$ cat config.mk
export PLATFORM = sky130hd
export DESIGN_NAME = bresenham_stream
export DESIGN_NICKNAME = d
export VERILOG_FILES = /design/src/rtl/bresenham_pkg.sv /design/src/rtl/bresenham_step.sv /design/src/rtl/bresenham_stream.sv
export SDC_FILE = /design/constraint.sdc
export NUM_CORES = 1
export LEC_CHECK = 0
export ABC_AREA = 1
export CAP_MARGIN = 20
export CORE_MARGIN = 2
export CORE_UTILIZATION = 55
export DETAILED_ROUTE_END_ITERATION = 12
export GPL_TIMING_DRIVEN = 0
export PLACE_DENSITY = 0.79
export SLEW_MARGIN = 20
export SYNTH_ARGS = -nofsm -noshare
export SYNTH_HDL_FRONTEND = slang
export SYNTH_SLANG_ARGS = --single-unit
$ cat constraint.sdc
create_clock -name i_clk -period 3.3 [get_ports i_clk]
set_clock_uncertainty 0.1 [all_clocks]
set_input_delay 0.66 -clock i_clk [delete_from_list [all_inputs] [get_ports i_clk]]
set_output_delay 0.66 -clock i_clk [all_outputs]
set_load 0.1 [all_outputs]
$ cat src/rtl/bresenham_pkg.sv
// Shared definitions for the raster generators: FSM state encoding and a
// width helper for sizing signed error/delta arithmetic.
package bresenham_pkg;

   typedef enum logic [1:0] {
      S_IDLE = 2'd0,
      S_CALC = 2'd1,
      S_INIT = 2'd2,
      S_DRAW = 2'd3
   } state_t;

   function automatic int unsigned max_width(input int unsigned a, input int unsigned b);
      return (a > b) ? a : b;
   endfunction

endpackage

$ cat src/rtl/bresenham_step.sv
// One Bresenham iteration: error update and conditional minor-axis step.
module bresenham_step
   import bresenham_pkg::*;
#(
   parameter int unsigned P_ERR_W = 12
) (
   input  logic signed [P_ERR_W-1:0] i_err,
   input  logic signed [P_ERR_W-1:0] i_dm,
   input  logic signed [P_ERR_W-1:0] i_dmaj,
   input  logic signed [P_ERR_W-1:0] i_minor,
   input  logic signed [P_ERR_W-1:0] i_minor_step,
   output logic signed [P_ERR_W-1:0] o_err,
   output logic signed [P_ERR_W-1:0] o_minor
);

   logic signed [P_ERR_W-1:0] t;

   always_comb begin
      t       = i_err - i_dm;
      o_err   = t;
      o_minor = i_minor;
      if (t < 0) begin
         o_err   = t + i_dmaj;
         o_minor = i_minor + i_minor_step;
      end
   end

endmodule

$ cat src/rtl/bresenham_stream.sv
// Line rasteriser: accepts a line command and streams every pixel from
// (x0,y0) to (x1,y1) with a last flag, backpressure and abort.
module bresenham_stream
   import bresenham_pkg::*;
#(
   parameter int unsigned P_X_COORD_W   = 11,
   parameter int unsigned P_Y_COORD_W   = 11,
   parameter bit          P_INCLUDE_END = 1'b1
) (
   input  logic                   i_clk,
   input  logic                   i_reset_n,
   input  logic [P_X_COORD_W-1:0] i_x0,
   input  logic [P_Y_COORD_W-1:0] i_y0,
   input  logic [P_X_COORD_W-1:0] i_x1,
   input  logic [P_Y_COORD_W-1:0] i_y1,
   input  logic                   i_cmd_valid,
   output logic                   o_cmd_ready,
   input  logic                   i_abort,
   output logic [P_X_COORD_W-1:0] o_pt_x,
   output logic [P_Y_COORD_W-1:0] o_pt_y,
   output logic                   o_pt_valid,
   output logic                   o_pt_last,
   input  logic                   i_pt_ready,
   output logic                   o_busy,
   output logic                   o_done
);

   localparam int unsigned P_ERR_W = max_width(P_X_COORD_W, P_Y_COORD_W) + 1;

   typedef logic signed [P_ERR_W-1:0] err_t;

   state_t state, state_nxt;

   err_t x0_r, y0_r, x1_r, y1_r;
   err_t dmaj, dmin, maj_step, min_step;
   err_t maj, minor, err;
   logic steep;
   logic [P_ERR_W-1:0] count;
   logic done_r;

   err_t diff_x, diff_y, abs_x, abs_y;
   err_t err_nxt, minor_nxt;
   logic [P_ERR_W-1:0] init_count;
   logic calc_steep, cmd_fire, pt_fire, is_last, done_nxt;

   assign o_cmd_ready = (state == S_IDLE) && !done_r;
   assign o_busy      = (state != S_IDLE);
   assign o_pt_valid  = (state == S_DRAW);
   assign is_last     = (count == P_ERR_W'(1));
   assign o_pt_last   = o_pt_valid && is_last;
   assign o_done      = done_r;
   assign cmd_fire    = i_cmd_valid && o_cmd_ready;
   assign pt_fire     = o_pt_valid && i_pt_ready;

   // Major/minor registers are axis-agnostic; steep swaps them back to X/Y.
   assign o_pt_x = steep ? minor[P_X_COORD_W-1:0] : maj[P_X_COORD_W-1:0];
   assign o_pt_y = steep ? maj[P_Y_COORD_W-1:0]   : minor[P_Y_COORD_W-1:0];

   always_comb begin
      diff_x     = x1_r - x0_r;
      diff_y     = y1_r - y0_r;
      abs_x      = (diff_x < 0) ? -diff_x : diff_x;
      abs_y      = (diff_y < 0) ? -diff_y : diff_y;
      calc_steep = (abs_y > abs_x);
      init_count = $unsigned(dmaj) + {{(P_ERR_W-1){1'b0}}, P_INCLUDE_END};
   end

   bresenham_step #(.P_ERR_W(P_ERR_W)) u_step (
      .i_err        (err),
      .i_dm         (dmin),
      .i_dmaj       (dmaj),
      .i_minor      (minor),
      .i_minor_step (min_step),
      .o_err        (err_nxt),
      .o_minor      (minor_nxt)
   );

   always_comb begin
      state_nxt = state;
      done_nxt  = 1'b0;
      unique case (state)
         S_IDLE: if (cmd_fire) state_nxt = S_CALC;
         S_CALC: state_nxt = S_INIT;
         S_INIT: begin
            state_nxt = (init_count == '0) ? S_IDLE : S_DRAW;
            done_nxt  = (init_count == '0);
         end
         S_DRAW: begin
            if (pt_fire && is_last) begin
               state_nxt = S_IDLE;
               done_nxt  = 1'b1;
            end
         end
         default: state_nxt = S_IDLE;
      endcase
      // Abort wins over any handshake or completion in the same cycle.
      if (i_abort && (state != S_IDLE)) begin
         state_nxt = S_IDLE;
         done_nxt  = 1'b0;
      end
   end

   always_ff @(posedge i_clk) begin
      if (!i_reset_n) state <= S_IDLE;
      else            state <= state_nxt;
   end

   always_ff @(posedge i_clk) begin
      if (!i_reset_n) begin
         x0_r     <= '0;
         y0_r     <= '0;
         x1_r     <= '0;
         y1_r     <= '0;
         dmaj     <= '0;
         dmin     <= '0;
         maj_step <= '0;
         min_step <= '0;
         maj      <= '0;
         minor    <= '0;
         err      <= '0;
         steep    <= 1'b0;
         count    <= '0;
         done_r   <= 1'b0;
      end else begin
         done_r <= done_nxt;
         if (cmd_fire) begin
            x0_r <= P_ERR_W'(i_x0);
            y0_r <= P_ERR_W'(i_y0);
            x1_r <= P_ERR_W'(i_x1);
            y1_r <= P_ERR_W'(i_y1);
         end
         if (!i_abort) begin
            unique case (state)
               S_CALC: begin
                  steep <= calc_steep;
                  if (calc_steep) begin
                     dmaj     <= abs_y;
                     dmin     <= abs_x;
                     maj_step <= (diff_y < 0) ? '1 : err_t'(1);
                     min_step <= (diff_x < 0) ? '1 : ((diff_x == 0) ? '0 : err_t'(1));
                  end else begin
                     dmaj     <= abs_x;
                     dmin     <= abs_y;
                     maj_step <= (diff_x < 0) ? '1 : err_t'(1);
                     min_step <= (diff_y < 0) ? '1 : ((diff_y == 0) ? '0 : err_t'(1));
                  end
               end
               S_INIT: begin
                  err   <= dmaj >>> 1;
                  maj   <= steep ? y0_r : x0_r;
                  minor <= steep ? x0_r : y0_r;
                  count <= init_count;
               end
               S_DRAW: begin
                  if (pt_fire) begin
                     maj   <= maj + maj_step;
                     err   <= err_nxt;
                     minor <= minor_nxt;
                     count <= count - P_ERR_W'(1);
                  end
               end
               default: ;
            endcase
         end
      end
   end

endmodule

Word-level counts from Yosys, hierarchy flattened:

Cells that the tools add are included.

* flip-flop bits (word level): 144
* latch bits: 0
* bits in writable memories: 0
* ROM bits: 0
* bits of input ports: 49
* output and inout bits: 27
* word-level logic and storage cells: 89
* memories: 0

* add/subtract/negate cells: 10
* $mul: 0
* divide/modulo/power cells: 0
* order comparisons: 4
* eq/ne operators: 8
* shifts and indexed selects: 0
* mux-type cells: 32
* bitwise operators: 2
* reduce and logical (&&, ||, !) cells: 18

Operators with widths (number)
* 12-bit 2-to-1 mux: 16
* 12-bit one-hot mux with 2 select lines: 4
* 32-bit logical NOT: 2
* 11-bit 2-to-1 mux: 4
* 12-bit adder: 3
* 12-bit by 1-bit less-than comparator with 1-bit output (second input constant): 3
* 12-bit negation: 2
* 11-bit by 11-bit subtractor with 12-bit output: 2
* 12-bit by 1-bit adder with 12-bit output (second input constant): 1
* 12-bit by 1-bit == test with 1-bit output (second input constant): 1
* 12-bit > comparator: 1
* 12-bit logical NOT: 1
* 12-bit by 1-bit subtractor with 12-bit output (second input constant): 1
* 12-bit subtractor: 1
* 2-bit one-hot mux with 4 select lines: 1
* 1-bit logical AND: 6
* 2-bit 2-to-1 mux: 3
* 2-bit by 1-bit != test with 1-bit output (second input constant): 3
* 2-bit == test (second input constant): 2
* 2-bit AND reduction: 2
* 4-bit AND reduction: 1
* 2-bit nonzero test: 2
* 1-bit 2-to-1 mux: 3
* 3-bit AND reduction: 1
* other kinds (7): 8

Longest topological paths before layout:

* word-level depth: 5
* gate-level depth with buffers: 31

Modules after synthesis:

From an unflattened synthesis, not the netlist that was laid out.

* cells, all modules: 1777
* area, all modules: 10779.1 um^2

Modules (own cells, without submodules)
* bresenham_stream: instances 1, cells an instance 1329, area an instance 8498.2 um^2
* bresenham_step: instances 1, cells an instance 448, area an instance 2280.9 um^2

Least setup slack after synthesis:

OpenSTA, ideal clock, no wires.

* path kind: register to output
* from: register steep
* to: output port o_pt_x[10]
* arrival: 2985 ps
* setup slack: -445 ps
* cell stages (with the launch flop): 5
* buffers on the path: 2
* cells stage by stage: dfxtp_1 -> clkbuf_1 -> inv_1 -> clkbuf_1 -> o21ai_0

* word-level cells in the longest chain between the ends: 1

Ends and longest elaborated chain
* start, declared: line bresenham_stream.sv:37 `logic steep;`
* start signal, assigned: line bresenham_stream.sv:135 `steep <= calc_steep;`
* 11-bit 2-to-1 mux: line bresenham_stream.sv:56 `assign o_pt_x = steep ? minor[P_X_COORD_W-1:0] : maj[P_X_COORD_W-1:0];`
* end, declared: line bresenham_stream.sv:19 `output logic [P_X_COORD_W-1:0] o_pt_x,`

No other way between the ends.

Worst setup path in the final report:

* from: register x0_r[0]
* to: register dmin[8]

* word-level cells in the longest chain between the ends: 5

Ends and longest elaborated chain
* start, declared: line bresenham_stream.sv:34 `err_t x0_r, y0_r, x1_r, y1_r;`
* start signal, assigned: line bresenham_stream.sv:127 `x0_r <= P_ERR_W'(i_x0);`
* 11-bit by 11-bit subtractor with 12-bit output *: line bresenham_stream.sv:60 `diff_x = x1_r - x0_r;`
* 12-bit negation or 12-bit by 1-bit less-than comparator with 1-bit output (tied branches): line bresenham_stream.sv:62 `abs_x = (diff_x < 0) ? -diff_x : diff_x;`
* 12-bit 2-to-1 mux *: line bresenham_stream.sv:62
* 12-bit > comparator: line bresenham_stream.sv:64 `calc_steep = (abs_y > abs_x);`
* 12-bit 2-to-1 mux *: line bresenham_stream.sv:136 `if (calc_steep) begin`
* end signal, assigned: line bresenham_stream.sv:138 `dmin <= abs_x;`
* end signal, assigned: line bresenham_stream.sv:143 `dmin <= abs_y;`
* end, declared: line bresenham_stream.sv:35 `err_t dmaj, dmin, maj_step, min_step;`

Every way passes the cells marked *; elsewhere a longest branch is shown, timed or not.
A chain may end at the register's enable or synchronous reset.

==> impl_metrics.toml <==
[route]
drtPass1Iterations = 10
via_per_inst = 5.90
final_antenna_net_count = 0
vias = 12000
wl_per_cell_um = 17.6
drt_wl_total_mm = 35.8
drt-initial-drc-count = 1027
route.detailed.drc = 0

[cts]
clk-insertion-delay-late_ns = 0.44
cts.clk_slew.worst_paths_ns = 0.07
ctsHoldBuffers = 0
root_buffer = "clkbuf_16"
cts_buffers = 17
cts_tree = "done"
clkSinkCount = 122
cts_max_level = 4
cts_buffer_depth = 2

[worst_setup_path]
worstSetupEndpointType = "flip-flop"
cpMostUsedCell = "nand2_1"
crit_family = "simple AND/OR/NAND/NOR gates"
worstPathRequired_ns = 3.58
startpoint_type = "flip-flop"
path_buf_inv = 4
cpPeakStageDelay_ns = 0.55
cp.arrival_ns = 4.46
worst_path_max_delay_cell = "fa_2"
critical_path_class = "reg -> reg"
crit_fanout = 7

[timing]
drv_slew = 0
rsz0062_at_grt = "true"
hold_violations = 0
timing.final.ws_setup_ns = -0.883
worst_pin_slew_ns = 1.04
fin_crit_sh = 1.27
max_freq_mhz = 239
period_needed_ns = 4.18
holdWs_ns = 0.370
setup_viol = 28
slew_headroom = 0.305

[pwr]
ir_worst_vdd_mv = 0.496
p_leak_nw = 6.03
total_power_mw = 10.7
p_per_area_nw_per_um2 = 828

[synthesis]
syn_area_um2 = 10300
yosysTopAreaCell = "dfxtp_1"
syn_nets = 1782
synth_area_leaders = "dfxtp_1 24%, nand2_1 15%, ha_1 9.8%"
ys_ff_latch = 122
ys_warn_count = 0
synth_top_area_share = 0.237
ys_types = 55
postSynthAreaPerCell_um2 = 6.25
syn_inst = 1646
synth_seq_area_share = 0.237

[cells_and_area]
area.growth.synth_to_final_pct = 25.6
layout_common_cells = "380 x nand2_1, 210 x inv_1, 151 x a21oi_1"
drive_above_1_share = 0.162
stdcell_count = 2038
antenna_cells = 0
utilization = 0.698
layout_commonest_cell = "nand2_1"
fin_nets = 1927

[placement]
dp_hpwl_mm = 24.9
place_ws_ns = -0.747
placedCellCount = 1954
gp_congestion = 0.963
io_buffers = 74

[die]
rows = 50
die_area_um2 = 19800
initial_core_util = 0.556
num_io_pins = 76
die_h_um = 141
core_um2 = 18500
die_w_um = 141

[global_route]
antenna_found_initial = 0
grt_pass1_wl_mm = 54.4
grt_pass1_vias = 11200
gr-total-overflow = 0
grt_max_degree = 17
grtUsageTotal = 0.342

[outcome]
violations = "setup timing"
outcome = "complete, but fails checks"

[flow_run]
cap_violations = 0

[min_path]
hold_class = "reg -> reg"
## registers in the layout, indices dropped and copies added, names as in the netlist, 2 cells and up
register	flops
minor	11
x1_r	11
maj_step	2
dmin	12
err	12
maj	11
x0_r	11
state	2
dmaj	12
y1_r	11
y0_r	11
min_step	2
count	12
## synth_stat cells (all sizes together)
master,n
a211oi,4
a21o,1
ha,81
o2111ai,3
o21ai,165
nor3b,1
a221oi,3
inv,233
o31ai,1
clkbuf,39
xor2,30
o41ai,1
a21oi,159
o21a,3
nand3b,6
nor4,2
nand3,144
buf,21
dfxtp,122
a21boi,2
xnor2,13
o21bai,8
fa,6
nand4,14
o22ai,4
nor2,122
nor3,12
o211ai,4
a22oi,1
nand2,422
mux2i,1
a31oi,13
a31o,1
or2,4
## per-layer routing
| layer | part of all wire | routed length (um) | up-vias | global-route usage |
|---|---|---|---|---|
| li1 | - | - | 5689 | - |
| met1 | 0.40 | 14200 | 5544 | 0.417 |
| met2 | 0.48 | 17100 | 640 | 0.602 |
| met3 | 0.078 | 2790 | 152 | 0.0499 |
| met4 | 0.047 | 1680 | 0 | 0.144 |
| met5 | 0 | 0 | - | 0 |
## through the flow
stage / cell area (um^2) / TNS (ns)
final: 12900 / -22.25
after global routing: 12900 / -26.61
after CTS: 12500 / -12.71
after detailed placement: 11400 / -22.43
after global placement: 11400 / -20.94
after floorplan: 10400 / -8.63
## path summary, 6_finish.rpt
kind / from / endpoint / slack (ns) / depth (start not counted)
setup / recovery: x0_r[0] / dmin[8] / -0.88 / 26
hold / removal: x1_r[5] / x1_r[5] / 0.37 / 2
setup reg to reg: x0_r[0] / dmin[8] / -0.88 / 26
hold reg to reg: x1_r[5] / x1_r[5] / 0.37 / 2
## kinds of logic after synthesis
logic type,count (synthesis),share of synthesized area
buffers and inverters,293,0.111
xor gates and xnor gates,43,0.0388
AOI/OAI and AO/OA,373,0.196
DFF,122,0.237
muxes,1,0.000972
and+or+nand+nor,727,0.306
adders and majority gates,87,0.110
## what timing repair did
item,in CTS,in global routing
pin swaps,46,50
buffers inserted,30,20
resized for setup,136,120
endpoints found under the setup margin,53,56
gates cloned,2,1
## tightest hold or removal path: stages (launching register included)
cell	delay, ns
dfxtp_1	0.32
nand2_1	0.06
a21oi_1	0.05
## power breakdown
group | total, mW | leakage, nW | switching, mW | internal [mW]
registers | 1.84 | 0.997 | 0.193 | 1.64
clock network | 2.04 | 0.298 | 0.771 | 1.27
logic | 6.82 | 4.74 | 4.22 | 2.60
## layout make-up
| cell class | count | area, um^2 |
|---|---|---|
| Fill cell | 1563 | 5590 |
| Tap cell | 234 | 293 |
| Timing Repair Buffer | 126 | 1100 |
| Multi-Input combinational cell | 1232 | 7290 |
| Inverter | 233 | 890 |
| Sequential cell | 122 | 2450 |
| Clock inverter | 13 | 193 |
| Buffer | 59 | 278 |
| Clock buffer | 19 | 433 |
No activity file was read; power rests on OpenSTA's default activity.
